===== src/rtl/operand_fetch.sv =====
`default_nettype none
// ============================================================================
// Module   : operand_fetch
// Purpose  : Operand-fetch stage of the 16-bit pipeline, between decode and
//            the ALU. Drives the register-file read addresses, forwards
//            same-cycle writeback data around the file, tracks in-flight
//            destination registers with a scoreboard and hands the operand
//            bundle to execute through a one-entry valid/ready register.
// Revision : 1.0 - initial release
// ----------------------------------------------------------------------------
// Ports
//   clk, rst                  clock, asynchronous active-high reset
//   in_valid / in_ready       decode handshake (in_ready independent of
//                             in_valid)
//   in_src0/1, in_use0/1      source register addresses and read enables
//   in_dst, in_wr             destination register and its write enable
//   in_op                     ALU select code, passed through
//   in_imm, in_use_imm        immediate and operand-B immediate select
//   rd0/1_addr, rd0/1_data    register-file read ports (combinational data)
//   wb_en, wb_addr, wb_data   writeback bus shared with the file write port
//   out_valid / out_ready     execute handshake
//   out_a, out_b, out_op,
//   out_dst, out_wr           registered operand bundle
//   busy                      scoreboard, bit i = register i write pending
// ============================================================================
module operand_fetch #(
  parameter int DW = 16,
  parameter int NR = 8,
  parameter int AW = 3
) (
  input  logic          clk,
  input  logic          rst,

  input  logic          in_valid,
  output logic          in_ready,
  input  logic [AW-1:0] in_src0,
  input  logic [AW-1:0] in_src1,
  input  logic          in_use0,
  input  logic          in_use1,
  input  logic [AW-1:0] in_dst,
  input  logic          in_wr,
  input  logic [3:0]    in_op,
  input  logic [DW-1:0] in_imm,
  input  logic          in_use_imm,

  output logic [AW-1:0] rd0_addr,
  output logic [AW-1:0] rd1_addr,
  input  logic [DW-1:0] rd0_data,
  input  logic [DW-1:0] rd1_data,

  input  logic          wb_en,
  input  logic [AW-1:0] wb_addr,
  input  logic [DW-1:0] wb_data,

  output logic          out_valid,
  input  logic          out_ready,
  output logic [DW-1:0] out_a,
  output logic [DW-1:0] out_b,
  output logic [3:0]    out_op,
  output logic [AW-1:0] out_dst,
  output logic          out_wr,

  output logic [NR-1:0] busy
);

  // --------------------------------------------------------------------------
  // Register-file read addresses follow the decoded sources directly so the
  // file's combinational read data is available in the same cycle.
  // --------------------------------------------------------------------------
  assign rd0_addr = in_src0;
  assign rd1_addr = in_src1;

  // --------------------------------------------------------------------------
  // Writeback address matches against the three register fields.
  // --------------------------------------------------------------------------
  logic wb_hit0;
  logic wb_hit1;
  logic wb_hit_dst;

  assign wb_hit0    = wb_en && (wb_addr == in_src0);
  assign wb_hit1    = wb_en && (wb_addr == in_src1);
  assign wb_hit_dst = wb_en && (wb_addr == in_dst);

  // --------------------------------------------------------------------------
  // Operand selection. The file is written on the same edge that captures
  // the operands, so a matching writeback must bypass the stale read data.
  // Unused sources are forced to zero to keep the bundle deterministic.
  // --------------------------------------------------------------------------
  logic [DW-1:0] op0;
  logic [DW-1:0] op1;
  logic [DW-1:0] opnd_a;
  logic [DW-1:0] opnd_b;

  always_comb begin
    op0 = '0;
    if (in_use0) begin
      op0 = wb_hit0 ? wb_data : rd0_data;
    end
  end

  always_comb begin
    op1 = '0;
    if (in_use1) begin
      op1 = wb_hit1 ? wb_data : rd1_data;
    end
  end

  assign opnd_a = op0;
  assign opnd_b = in_use_imm ? in_imm : op1;

  // --------------------------------------------------------------------------
  // Hazard detection. A register is still pending when its busy bit is set
  // and the writeback this cycle is not retiring it; a same-cycle writeback
  // resolves the dependency because its data is forwarded above.
  // Operand B read through src1 is irrelevant when the immediate is used.
  // The destination check blocks a second in-flight write to the same
  // register (WAW) so each busy bit tracks at most one outstanding writer.
  // --------------------------------------------------------------------------
  logic pend0;
  logic pend1;
  logic pend_dst;
  logic raw0;
  logic raw1;
  logic waw;
  logic hazard;

  assign pend0    = busy[in_src0] && !wb_hit0;
  assign pend1    = busy[in_src1] && !wb_hit1;
  assign pend_dst = busy[in_dst]  && !wb_hit_dst;

  assign raw0   = in_use0 && pend0;
  assign raw1   = in_use1 && !in_use_imm && pend1;
  assign waw    = in_wr && pend_dst;
  assign hazard = raw0 || raw1 || waw;

  // --------------------------------------------------------------------------
  // Handshake. The output slot can take a new bundle when it is empty or
  // being drained this cycle. in_ready deliberately excludes in_valid so
  // that no combinational loop can form through the upstream handshake.
  // --------------------------------------------------------------------------
  logic slot_free;
  logic fire;
  logic drain;

  assign slot_free = !out_valid || out_ready;
  assign in_ready  = slot_free && !hazard;
  assign fire      = in_valid && in_ready;
  assign drain     = out_valid && out_ready && !fire;

  // --------------------------------------------------------------------------
  // Output register. The payload is only written on fire; when the bundle
  // drains without replacement the payload keeps its last value and only
  // out_valid drops.
  // --------------------------------------------------------------------------
  always_ff @(posedge clk or posedge rst) begin
    if (rst) begin
      out_valid <= 1'b0;
      out_a     <= '0;
      out_b     <= '0;
      out_op    <= '0;
      out_dst   <= '0;
      out_wr    <= 1'b0;
    end else begin
      if (fire) begin
        out_valid <= 1'b1;
        out_a     <= opnd_a;
        out_b     <= opnd_b;
        out_op    <= in_op;
        out_dst   <= in_dst;
        out_wr    <= in_wr;
      end else if (drain) begin
        out_valid <= 1'b0;
      end
    end
  end

  // --------------------------------------------------------------------------
  // Scoreboard. Each bit is cleared by a writeback to its register and set
  // by an accepted instruction that writes it. OR-ing the set vector after
  // masking with the clear vector lets a new writer win over a retiring one
  // when both target the same register in the same cycle.
  // A writeback to a register that is not busy simply leaves the bit at 0.
  // --------------------------------------------------------------------------
  logic [NR-1:0] sb_clr;
  logic [NR-1:0] sb_set;
  logic [NR-1:0] busy_next;

  for (genvar i = 0; i < NR; i++) begin : g_sb
    localparam logic [AW-1:0] IDX = AW'(i);
    assign sb_clr[i] = wb_en && (wb_addr == IDX);
    assign sb_set[i] = fire && in_wr && (in_dst == IDX);
  end

  assign busy_next = (busy & ~sb_clr) | sb_set;

  always_ff @(posedge clk or posedge rst) begin
    if (rst) begin
      busy <= '0;
    end else begin
      busy <= busy_next;
    end
  end

endmodule
`default_nettype wire

===== config.mk =====
export PLATFORM = sky130hd
export DESIGN_NAME = operand_fetch
export DESIGN_NICKNAME = d
export VERILOG_FILES = /design/src/rtl/operand_fetch.sv
export SDC_FILE = /design/constraint.sdc
export NUM_CORES = 1
export LEC_CHECK = 0
export ABC_AREA = 1
export BUFFER_PORTS_ARGS = -buffer_cell sky130_fd_sc_hd__buf_2
export CAP_MARGIN = 15
export CORE_ASPECT_RATIO = 1.5
export CORE_MARGIN = 4
export CORE_UTILIZATION = 48
export CTS_BUF_LIST = sky130_fd_sc_hd__clkbuf_4 sky130_fd_sc_hd__clkbuf_8
export DETAILED_ROUTE_END_ITERATION = 10
export PLACE_DENSITY_LB_ADDON = 0.15
export REMOVE_ABC_BUFFERS = 1
export SETUP_SLACK_MARGIN = 0.05
export SLEW_MARGIN = 20
export SYNTH_ARGS = -nofsm -noshare
export SYNTH_HDL_FRONTEND = slang
export SYNTH_SLANG_ARGS = --single-unit

===== constraint.sdc =====
create_clock -name clk -period 2.4 [get_ports clk]
set_clock_uncertainty 0.1 [all_clocks]
set_input_delay 0.48 -clock clk [delete_from_list [all_inputs] [get_ports clk]]
set_output_delay 0.48 -clock clk [all_outputs]
set_load 0.02 [all_outputs]

=== Word level (Yosys, flattened, before mapping) ===
Cells that the tools add are included.

* Shift-type cells: 0
* Order comparisons: 3
* Div/mod/pow operators: 0
* Reductions and logical operators: 44
* $add $sub $neg: 0
* Eq/ne operators: 17
* $mul: 0
* Mux-type cells: 13
* Bitwise operators: 3

{| class="wikitable"
|+ Operator list
! kind !! number
|-
| $mux W16 || 5
|-
| $logic_and A1 B1 Y1 || 31
|-
| $eq A3 B3 Y1 const B || 8
|-
| $eq A3 B2 Y1 const B || 4
|-
| $lt A3 B4 Y1 const B || 3
|-
| $bmux W1 S3 || 3
|-
| $eq A3 B3 Y1 || 3
|-
| $and A8 B8 Y8 || 1
|-
| $not A8 Y8 || 1
|-
| $or A8 B8 Y8 || 1
|-
| $logic_not A1 Y1 || 7
|-
| $eq A3 B1 Y1 const B || 2
|-
| $logic_not A3 Y1 || 2
|-
| $mux W1 || 5
|-
| $logic_or A1 B1 Y1 || 3
|-
| $reduce_bool A2 Y1 || 1
|}

* Memories kept: 0
* Latch bits: 0
* Register bits: 49
* Memory bits (writable): 0
* Logic and storage cells: 87
* Output and inout bits: 56
* Memory bits (read-only): 0

=== Longest topological paths before layout ===
Gate-level depths: netlist of run 1.

* Word-level depth: 14
* Gate-level depth with buffers: 14
* Gate-level depth less buffers: 13

=== Worst setup path after synthesis of run 1 ===
Ideal clock, no wire load.

* Kind: input -> output
* Start: input in_dst[2]
* End: output in_ready
* Stages: 11
* Setup slack: 0.278 ns
* Arrival time: 1.542 ns
* Buffers on the path: 2
* Cell sequence: buf_2 > inv_1 > nand2_1 > nand2_1 > nand2_1 > nor2_1 > nor2_1 > nand3_1 > nand2_1 > nor2_8 > buf_4

* Cells in the longest elaborated chain, start to end: 8
* Elaborated cells on any way between the ends: 10

{| class="wikitable"
|+ RTL lines
! item !! line !! source
|-
| start: declaration || 40 || <nowiki>input logic [AW-1:0] in_dst,</nowiki>
|-
| branches (longest 3 deep; another with $bmux W1 S3) || -- ||
|-
| $logic_and A1 B1 Y1 * || 129 || <nowiki>assign pend_dst = busy[in_dst] && !wb_hit_dst;</nowiki>
|-
| $logic_and A1 B1 Y1 * || 133 || <nowiki>assign waw = in_wr && pend_dst;</nowiki>
|-
| $logic_or A1 B1 Y1 * || 134 || <nowiki>assign hazard = raw0 || raw1 || waw;</nowiki>
|-
| $logic_not A1 Y1 * || 146 || <nowiki>assign in_ready = slot_free && !hazard;</nowiki>
|-
| $logic_and A1 B1 Y1 * || 146 ||
|-
| end: declaration || 35 || <nowiki>output logic in_ready,</nowiki>
|}

Mark *: on every way between the ends. The select of a mux whose other input is x is not followed.

=== Worst setup path in the final report of run 1 ===
* Start: input in_dst[1]
* End: output in_ready

The elaborated chain is that of the path after synthesis.

==> flow_metrics.py, run 1 <==
metrics = {
    "timing": {
        "setup_tns_ns": 0,
        "holdWs_ns": 0.219,
        "worstMarginPinSlew_ns": 0.635,
        "slew_headroom_pct": 57.7,
        "fmax_mhz": 445,
        "finalCritPeriodShare_pct": 93.5,
        "setup_viol": 0,
        "hold_violations": 0,
        "slew_violations": 0,
        "min_period_ns": 2.24,
        "grt_setup_unrepaired": "false",
    },
    "synth": {
        "ys_seq_area_share_pct": 40.0,
        "ys_warn_count": 0,
        "synth_cells": 465,
        "syn_area_sq_um": 3060,
        "syn_avg_cell_area_sq_um": 6.59,
        "ys_types": 19,
        "ys_ff_latch": 49,
    },
    "placed_design": {
        "place_congestion": 0.920,
        "placed_cells": 666,
        "post-dp-hpwl_microns": 7730,
        "port-buffer-count": 144,
        "place_area_sq_um": 3800,
    },
    "worst_setup_path": {
        "r2r_cells": 12,
        "slowest_delay_ns": 0.16,
        "cp.buffers_inverters": 3,
        "start_kind": "primary input",
        "rr_endpoint": "out_b[14]",
        "rrSetupSlack_ns": 0.43,
        "slowest_stage": "nor2_8",
        "endpoint_kind": "output port",
        "critPathRequiredTime_ns": 1.82,
        "crit_type": "primary input to output port",
        "crit_start": "in_dst[1]",
        "critPathMaxFanout": 5,
        "cpMostUsedCell": "nand2_1",
        "cp_cell_sequence": "buf_2 > inv_1 > nand2_1 > nor2_1 > nor2_1 > nand2_1 > nand2_1 > nand3_1 > nand2_1 > nor2_8 > buf_4",
        "cp_data_arrival_time_ns": 1.66,
        "rr_startpoint": "busy[7]",
        "crit_family": "simple AND/OR/NAND/NOR gates",
    },
    "final_layout": {
        "nets": 690,
        "diodes": 0,
        "seqCellArea_sq_um": 1230,
        "syn2layout_area_growth_pct": 28.5,
        "final_area_sq_um": 3940,
        "fin_cells": 676,
        "multi_input_area_sq_um": 1560,
        "layout-drive-gt1-share_pct": 29.9,
        "nFillCells": 596,
    },
    "die": {
        "die_w_microns": 73.2,
        "die_h_microns": 106,
        "start_util_pct": 49.6,
        "io_pins": 145,
        "row_count": 35,
        "dieArea_sq_um": 7750,
        "core_area_sq_um": 6170,
    },
    "route": {
        "drtPass1Iterations": 6,
        "num_vias": 3496,
        "drt_iter0_markers": 159,
        "wl_microns": 9900,
        "drc": 0,
        "final_antenna_net_count": 0,
        "routedWlPerCell_microns": 14.6,
        "vias_per_cell": 5.17,
    },
    "global_routing": {
        "overflow": 0,
        "grt_max_degree": 50,
        "grt_pass1_wl_microns": 15700,
        "antenna_found_initial": 0,
        "grt_pass1_vias": 3378,
        "grtUsageTotal_pct": 25.6,
    },
    "power": {
        "peakVddDrop_uv": 355,
        "power.leakage_uw": 0.00231,
        "total_power_uw": 2780,
        "power_density_nw_per_um2": 706,
    },
    "flow_run": {
        "cap_violations": 0,
    },
    "clocking": {
        "clock-root-buffer": "clkbuf_8",
        "cts_tree": "done",
        "cts_made_buffers": 5,
        "cts.path.max_buffers": 2,
        "clk_pin_slew_worst_paths_ns": 0.10,
        "cts_hold_buf": 0,
        "cts_sinks": 49,
        "clock_latency_ns": 0.30,
        "h-tree-depth": 2,
    },
    "status": {
        "status": "finished clean",
    },
    "hold_path": {
        "hold_class": "primary input to asynchronous set/reset pin",
    },
}
-- layout by cell type, fill, tap and decap left out --
master      synthesis  routed
inv_1              24      23
nand2_4             1       1
buf_4              10      14
nor2_1             66      66
inv_2               3       4
nand2_2             1       1
buf_12              0       1
nor2_8              1       1
nand3_2             1       1
buf_2               4     143
nor2_4              1       1
dfrtp_2             0       5
nand2_1           172     172
nand3_1            52      52
clkinv_4            0       1
o21ai_0            53      53
a211oi_1            5       5
clkbuf_8            0       5
dfrtp_1            49      44
a21oi_1             3       3
bufinv_16           0       1
clkinvlp_4          0       1
nand4_1             4       4
-- registers in the layout (all words and copies together) (netlist names) --
| register | count |
|---|---|
| busy | 8 |
| out_a | 16 |
| out_b | 16 |
| out_dst | 3 |
| out_op | 4 |
| out_valid | 1 |
| out_wr | 1 |
-- area by class of cell --
class	count	area share (%)
sequential	49	31.3
tap	74	2.35
clock inverter	3	1.18
timing repair buffer	158	21.4
multi-input combinational	360	39.5
inverter	27	2.57
clock buffer	5	1.75
-- metal layers --
metal	up-vias	track usage, %	wire [microns]
li1	1748	-	-
met1	1570	28.7	3660
met2	153	46.9	5220
met3	25	3.44	707
met4	0	10.4	316
met5	-	0	0
-- kinds of logic (layout without fill, tap and decap cells) --
group,Yosys count,after routing,synth area share (%)
flip-flops,49,49,40.0
AO/OA/AOI/OAI,61,61,10.4
buffers and inverters,56,193,9.23
AND/OR/NAND/NOR,299,299,40.4
-- timing repair --
item / 4_1_cts / 5_1_grt
resized for setup: 0 / 6
setup buffers: 0 / 2
endpoints found under the setup margin: 0 / 1
-- synth_stat cells (all sizes together) --
master / instances / area share (%)
inv: 27 / 3.3
dfrtp: 49 / 40
nand2: 174 / 22
nand4: 4 / 0.82
buf: 18 / 4.6
o21ai: 53 / 8.7
clkbuf: 11 / 1.3
nand3: 53 / 8.8
nor2: 68 / 9.1
a211oi: 5 / 1.2
a21oi: 3 / 0.49
-- power by group --
group / switching [uW] / internal [uW]
clock: 285 / 312
sequential: 127 / 1010
combinational: 686 / 358
total: 1100 / 1680
-- per-stage QoR --
step                utilization [%]  setup WS, ns
finish                         63.8         0.155
floorplan                         -         0.115
global placement               61.5         0.117
detailed placement             61.5         0.133
global route                   63.8        0.0678
CTS                            63.4        0.0931
-- worst register-to-register path: stages (launching register included) --
cell and delay (ns):
dfrtp_1 0.47, nor2_1 0.13, nor2_1 0.06, nand2_1 0.06, nand2_1 0.04, nand3_1 0.10
nand2_1 0.13, nor2_8 0.16, buf_4 0.15, nand2_4 0.14, buf_12 0.21, nand2_1 0.08
nand2_1 0.05
-- worst max-delay path by stage --
stage,end,slack [ns],cells after the start
floorplan,busy[0],0.12,10
global placement,out_b[7],0.12,11
detailed placement,in_ready,0.13,11
CTS,in_ready,0.09,10
global route,in_ready,0.07,11
finish,in_ready,0.16,11
Note: power is estimated with default switching activity, not from simulation.
==> inputs of run 2 (changes only) <==
--- a/config.mk
+++ b/config.mk
@@ -13,6 +13,7 @@
 export CORE_UTILIZATION = 48
 export CTS_BUF_LIST = sky130_fd_sc_hd__clkbuf_4 sky130_fd_sc_hd__clkbuf_8
 export DETAILED_ROUTE_END_ITERATION = 10
+export MAX_ROUTING_LAYER = met4
 export PLACE_DENSITY_LB_ADDON = 0.15
 export REMOVE_ABC_BUFFERS = 1
 export SETUP_SLACK_MARGIN = 0.05
==> flow_metrics.py, run 2 (same netlist as run 1, synthesis figures left out) <==
metrics = {
    "timing": {
        "worstMarginPinSlew_ns": 0.621,
        "hold_violations": 0,
        "slew_headroom_pct": 58.6,
        "holdWs_ns": 0.217,
        "min_period_ns": 2.24,
        "fmax_mhz": 447,
        "setup_viol": 0,
        "finalCritPeriodShare_pct": 93.2,
        "grt_setup_unrepaired": "false",
        "slew_violations": 0,
        "setup_tns_ns": 0,
    },
    "worst_setup_path": {
        "critPathRequiredTime_ns": 1.82,
        "r2r_cells": 11,
        "crit_start": "busy[5]",
        "rr_endpoint": "busy[7]",
        "endpoint_kind": "output port",
        "rrSetupSlack_ns": 0.42,
        "start_kind": "register",
        "cp_data_arrival_time_ns": 1.66,
        "critPathMaxFanout": 6,
        "crit_type": "register to output port",
        "rr_startpoint": "busy[5]",
        "crit_end": "in_ready",
    },
    "global_routing": {
        "grt_use_met1_pct": 31.0,
        "groute.layer.met2.usage_pct": 44.7,
        "grt_pass1_vias": 3356,
        "busiest_layer": "met2",
        "grtUsageTotal_pct": 26.3,
        "overflow": 0,
        "globalRouteMet3Util_pct": 3.44,
        "grt_pass1_wl_microns": 15700,
        "grt_max_degree": 50,
        "antenna_found_initial": 0,
    },
    "placed_design": {
        "place_congestion": 1.01,
        "port-buffer-count": 144,
        "post-dp-hpwl_microns": 7560,
        "placed_cells": 666,
    },
    "final_layout": {
        "syn2layout_area_growth_pct": 28.6,
        "fin_cells": 676,
        "nFillCells": 628,
        "layout_commonest_cell": "nand2_1",
        "diodes": 0,
        "reg_top3": "out_a: 16 flops, out_b: 16 flops, busy: 8 flops",
        "mostFrequentLayoutCells": "nand2_1 (172), buf_2 (143), nor2_1 (66), nand3_1 (52), o21ai_0 (52)",
        "layout-drive-gt1-share_pct": 30.4,
        "nets": 690,
    },
    "die": {
        "io_pins": 145,
        "die_h_microns": 106,
        "start_util_pct": 49.6,
        "dieArea_sq_um": 7750,
        "core_area_sq_um": 6170,
        "die_w_microns": 73.2,
        "row_count": 35,
    },
    "clocking": {
        "clock_latency_ns": 0.30,
        "cts_made_buffers": 5,
        "clock-root-buffer": "clkbuf_8",
        "clk_pin_slew_worst_paths_ns": 0.09,
        "cts_tree": "done",
        "h-tree-depth": 2,
        "cts.path.max_buffers": 2,
        "cts_sinks": 49,
    },
    "route": {
        "num_vias": 3481,
        "vias_per_cell": 5.15,
        "drc": 0,
        "routedWlPerCell_microns": 14.6,
        "drt_iter0_markers": 153,
        "wl_microns": 9870,
        "final_antenna_net_count": 0,
        "drtPass1Iterations": 4,
    },
    "status": {
        "status": "finished clean",
    },
    "power": {
        "power.leakage_uw": 0.00231,
        "peakVddDrop_uv": 452,
        "power_density_nw_per_um2": 693,
    },
    "hold_path": {
        "hold_class": "primary input to asynchronous set/reset pin",
    },
    "flow_run": {
        "cap_violations": 0,
    },
}
[run 2: cell count changes in the layout (fill, tap and decap cells not counted)]
cell	delta
dfrtp_1	-3
dfrtp_2	+3
clkbuf_8	+2
buf_12	+1
buf_4	-1
bufinv_16	-1
clkinv_2	+1
clkinv_4	-1
clkinvlp_4	-1
o21ai_0	-1
o21ai_1	+1
[run 2: area by class of cell]
cell class	count	area, sq um	area share (%)
Clock buffer	7	96.3	2.45
Clock inverter	1	5.00	0.127
Inverter	27	101	2.57
Multi-Input combinational cell	360	1560	39.5
Sequential cell	49	1240	31.4
Tap cell	74	92.6	2.35
Timing Repair Buffer	158	853	21.7
[run 2: metal layers]
metal	vias to the layer above	share of wire [%]	wire, microns
li1	1746	-	-
met1	1610	39	3860
met2	111	53	5210
met3	14	6.1	602
met4	0	2.0	202
met5	-	0	0
[run 2: how the worst min path moves through the flow]
stage	startpoint	end	slack, ns
floorplan	out_a[0]	out_a[0]	0.48
CTS	rst	out_dst[0]	0.25
finish	rst	out_op[2]	0.22
global placement	out_op[2]	out_op[2]	0.35
global route	rst	out_dst[0]	0.27
detailed placement	out_b[8]	out_b[8]	0.35
[run 2: critical path: stages, from the launching register on]
cell and delay [ns]:
dfrtp_2 0.45, buf_12 0.14, nor2_1 0.09, nor2_1 0.05, nand2_1 0.05, nand2_1 0.04
nand3_1 0.08, nand2_1 0.12, nor2_8 0.18, buf_4 0.16
[run 2: what timing repair did]
action                     4_1_cts  5_1_grt
setup endpoints to repair        0        1
resized for setup                0       10
hold buffers                     0        0
setup buffers                    0        2
[run 2: power breakdown]
part	leakage, uW	total, uW	internal [uW]	switching, uW
registers	0.000619	1140	1010	127
clock network	0.0000542	534	261	273
logic	0.00164	1060	369	688
total	0.00231	2730	1640	1090
[run 2: metrics by stage]
stage	area, sq um	util, %	worst slack (ns)	power (uW)
3_5_place_dp	3790	61.3	0.114	2180
6_report	3940	63.8	0.163	2730
5_1_grt	3940	63.8	0.0558	2910
2_1_floorplan	2880	-	0.115	1710
3_3_place_gp	3790	61.3	0.141	2170
4_1_cts	3890	63.0	0.0786	2720
==> inputs of run 3 (changes only) <==
--- a/config.mk
+++ b/config.mk
@@ -8,10 +8,13 @@
 export ABC_AREA = 1
 export BUFFER_PORTS_ARGS = -buffer_cell sky130_fd_sc_hd__buf_2
 export CAP_MARGIN = 15
+export CELL_PAD_IN_SITES_DETAIL_PLACEMENT = 1
+export CELL_PAD_IN_SITES_GLOBAL_PLACEMENT = 2
 export CORE_ASPECT_RATIO = 1.5
 export CORE_MARGIN = 4
-export CORE_UTILIZATION = 48
+export CORE_UTILIZATION = 24
 export CTS_BUF_LIST = sky130_fd_sc_hd__clkbuf_4 sky130_fd_sc_hd__clkbuf_8
+export CTS_CLUSTER_DIAMETER = 200
 export DETAILED_ROUTE_END_ITERATION = 10
 export MAX_ROUTING_LAYER = met4
 export PLACE_DENSITY_LB_ADDON = 0.15
==> flow_metrics.py, run 3 (same netlist as run 1, synthesis figures left out) <==
metrics = {
    "status": {
        "status": "finished clean",
    },
    "placed_design": {
        "port-buffer-count": 144,
        "place_area_sq_um": 3940,
        "place_congestion": 0.852,
        "place_ws_ns": 0.0988,
        "post-dp-hpwl_microns": 9580,
        "placed_cells": 748,
    },
    "clocking": {
        "cts_hold_buf": 0,
        "cts_made_buffers": 5,
        "cts_tree": "done",
        "clk_pin_slew_worst_paths_ns": 0.10,
        "cts.path.max_buffers": 2,
        "clock_latency_ns": 0.32,
        "clock-root-buffer": "clkbuf_8",
        "cts_sinks": 49,
        "h-tree-depth": 2,
    },
    "die": {
        "core_area_sq_um": 12500,
        "die_h_microns": 146,
        "row_count": 50,
        "die_w_microns": 100,
        "dieArea_sq_um": 14700,
        "start_util_pct": 24.5,
        "io_pins": 145,
    },
    "worst_setup_path": {
        "r2r_cells": 13,
        "endpoint_kind": "output port",
        "cp_cell_sequence": "nand2_1 > nand3_1 > nand2_1 > nand2_1 > nand2_1 > inv_1 > nand2_1 > nand2_2 > nor2_8 > buf_6",
        "critPathRequiredTime_ns": 1.82,
        "rrSetupSlack_ns": 0.44,
        "cp_data_arrival_time_ns": 1.64,
        "rr_endpoint": "busy[1]",
        "start_kind": "register",
        "rr_startpoint": "busy[2]",
        "crit_type": "register to output port",
        "cpMostUsedCell": "nand2_1",
        "critPathMaxFanout": 5,
        "slowest_stage": "dfrtp_2",
        "slowest_delay_ns": 0.48,
    },
    "route": {
        "final_antenna_net_count": 0,
        "vias_per_cell": 4.64,
        "drc": 0,
        "num_vias": 3528,
        "wl_microns": 12800,
        "routedWlPerCell_microns": 16.8,
        "drt_iter0_markers": 78,
        "drtPass1Iterations": 4,
    },
    "power": {
        "power.leakage_uw": 0.00233,
        "peakVddDrop_uv": 209,
        "power_density_nw_per_um2": 681,
    },
    "flow_run": {
        "cap_violations": 0,
    },
    "global_routing": {
        "grtUsageTotal_pct": 18.0,
        "grt_max_degree": 50,
        "overflow": 0,
        "grt_pass1_wl_microns": 20300,
        "antenna_found_initial": 0,
        "grt_pass1_vias": 3942,
    },
    "timing": {
        "fmax_mhz": 450,
        "grt_setup_unrepaired": "false",
        "slew_violations": 0,
        "finalCritPeriodShare_pct": 92.5,
        "setup_slack_ns": 0.180,
        "min_period_ns": 2.22,
        "hold_violations": 0,
        "setup_viol": 0,
        "worstMarginPinSlew_ns": 0.625,
        "setup_tns_ns": 0,
        "slew_headroom_pct": 58.3,
    },
    "final_layout": {
        "utilization_pct": 32.6,
        "syn2layout_area_growth_pct": 33.1,
        "diodes": 0,
        "reg_top3": "out_a: 16 flops, out_b: 16 flops, busy: 8 flops",
        "layout_commonest_cell": "nand2_1",
        "final_area_sq_um": 4080,
        "mostFrequentLayoutCells": "nand2_1 (170), buf_2 (143), nor2_1 (66), o21ai_0 (53), nand3_1 (52)",
        "layout-drive-gt1-share_pct": 30.5,
        "nets": 692,
        "fin_cells": 760,
    },
    "hold_path": {
        "hold_class": "primary input to asynchronous set/reset pin",
    },
}
-- run 3: changes by cell type in the layout (fill, tap and decap cells not counted), sizes merged --
cell / previous run / this run
clkinvlp: 0 / 1
clkbuf: 7 / 5
buf: 158 / 160
inv: 27 / 28
-- run 3: where the power goes --
group,switching [uW],internal (uW)
logic,718,381
registers,140,1010
clock network,316,211
total,1170,1600
-- run 3: routing by layer --
layer / vias up / global-route usage (%) / wire length (microns)
met5: - / - / 0
met4: 0 / 6.34 / 419
met3: 26 / 2.63 / 510
met2: 98 / 34.0 / 6940
met1: 1657 / 18.4 / 4930
li1: 1747 / - / -
-- run 3: final cells by class --
type / instances / area [sq um]
clock inverters: 3 / 25.0
repair buffers: 160 / 897
fillers: 1669 / 8430
clock buffers: 5 / 68.8
flip-flops and latches: 49 / 1230
well taps: 156 / 195
multi-input cells: 360 / 1560
inverters: 27 / 101
-- run 3: timing repair --
item                       in CTS  in global routing
gates resized for setup         4                  5
pin swaps                       0                  1
setup endpoints to repair       1                  1
buffers inserted                2                  2
-- run 3: critical path: cells and delay by family (launching register included) --
| family | cells | cell delay, ns |
|---|---|---|
| DFF | 1 | 0.48 |
| buffers and inverters | 2 | 0.18 |
| and+or+nand+nor | 8 | 0.64 |
-- run 3: how the worst max path moves through the flow --
stage | from | to | cells after the start
after floorplan | wb_addr[0] | busy[0] | 10
after global placement | wb_addr[2] | in_ready | 9
after detailed placement | wb_addr[2] | in_ready | 9
after CTS | busy[3] | in_ready | 10
after global routing | busy[3] | in_ready | 10
final | busy[2] | in_ready | 10
-- run 3: metrics by stage --
stage | total power (uW) | hold WS [ns]
finish | 2780 | 0.0989
global route | 2980 | 0.108
CTS | 2820 | 0.102
detailed placement | 2270 | 0.360
global placement | 2250 | 0.350
floorplan | 1710 | 0.484
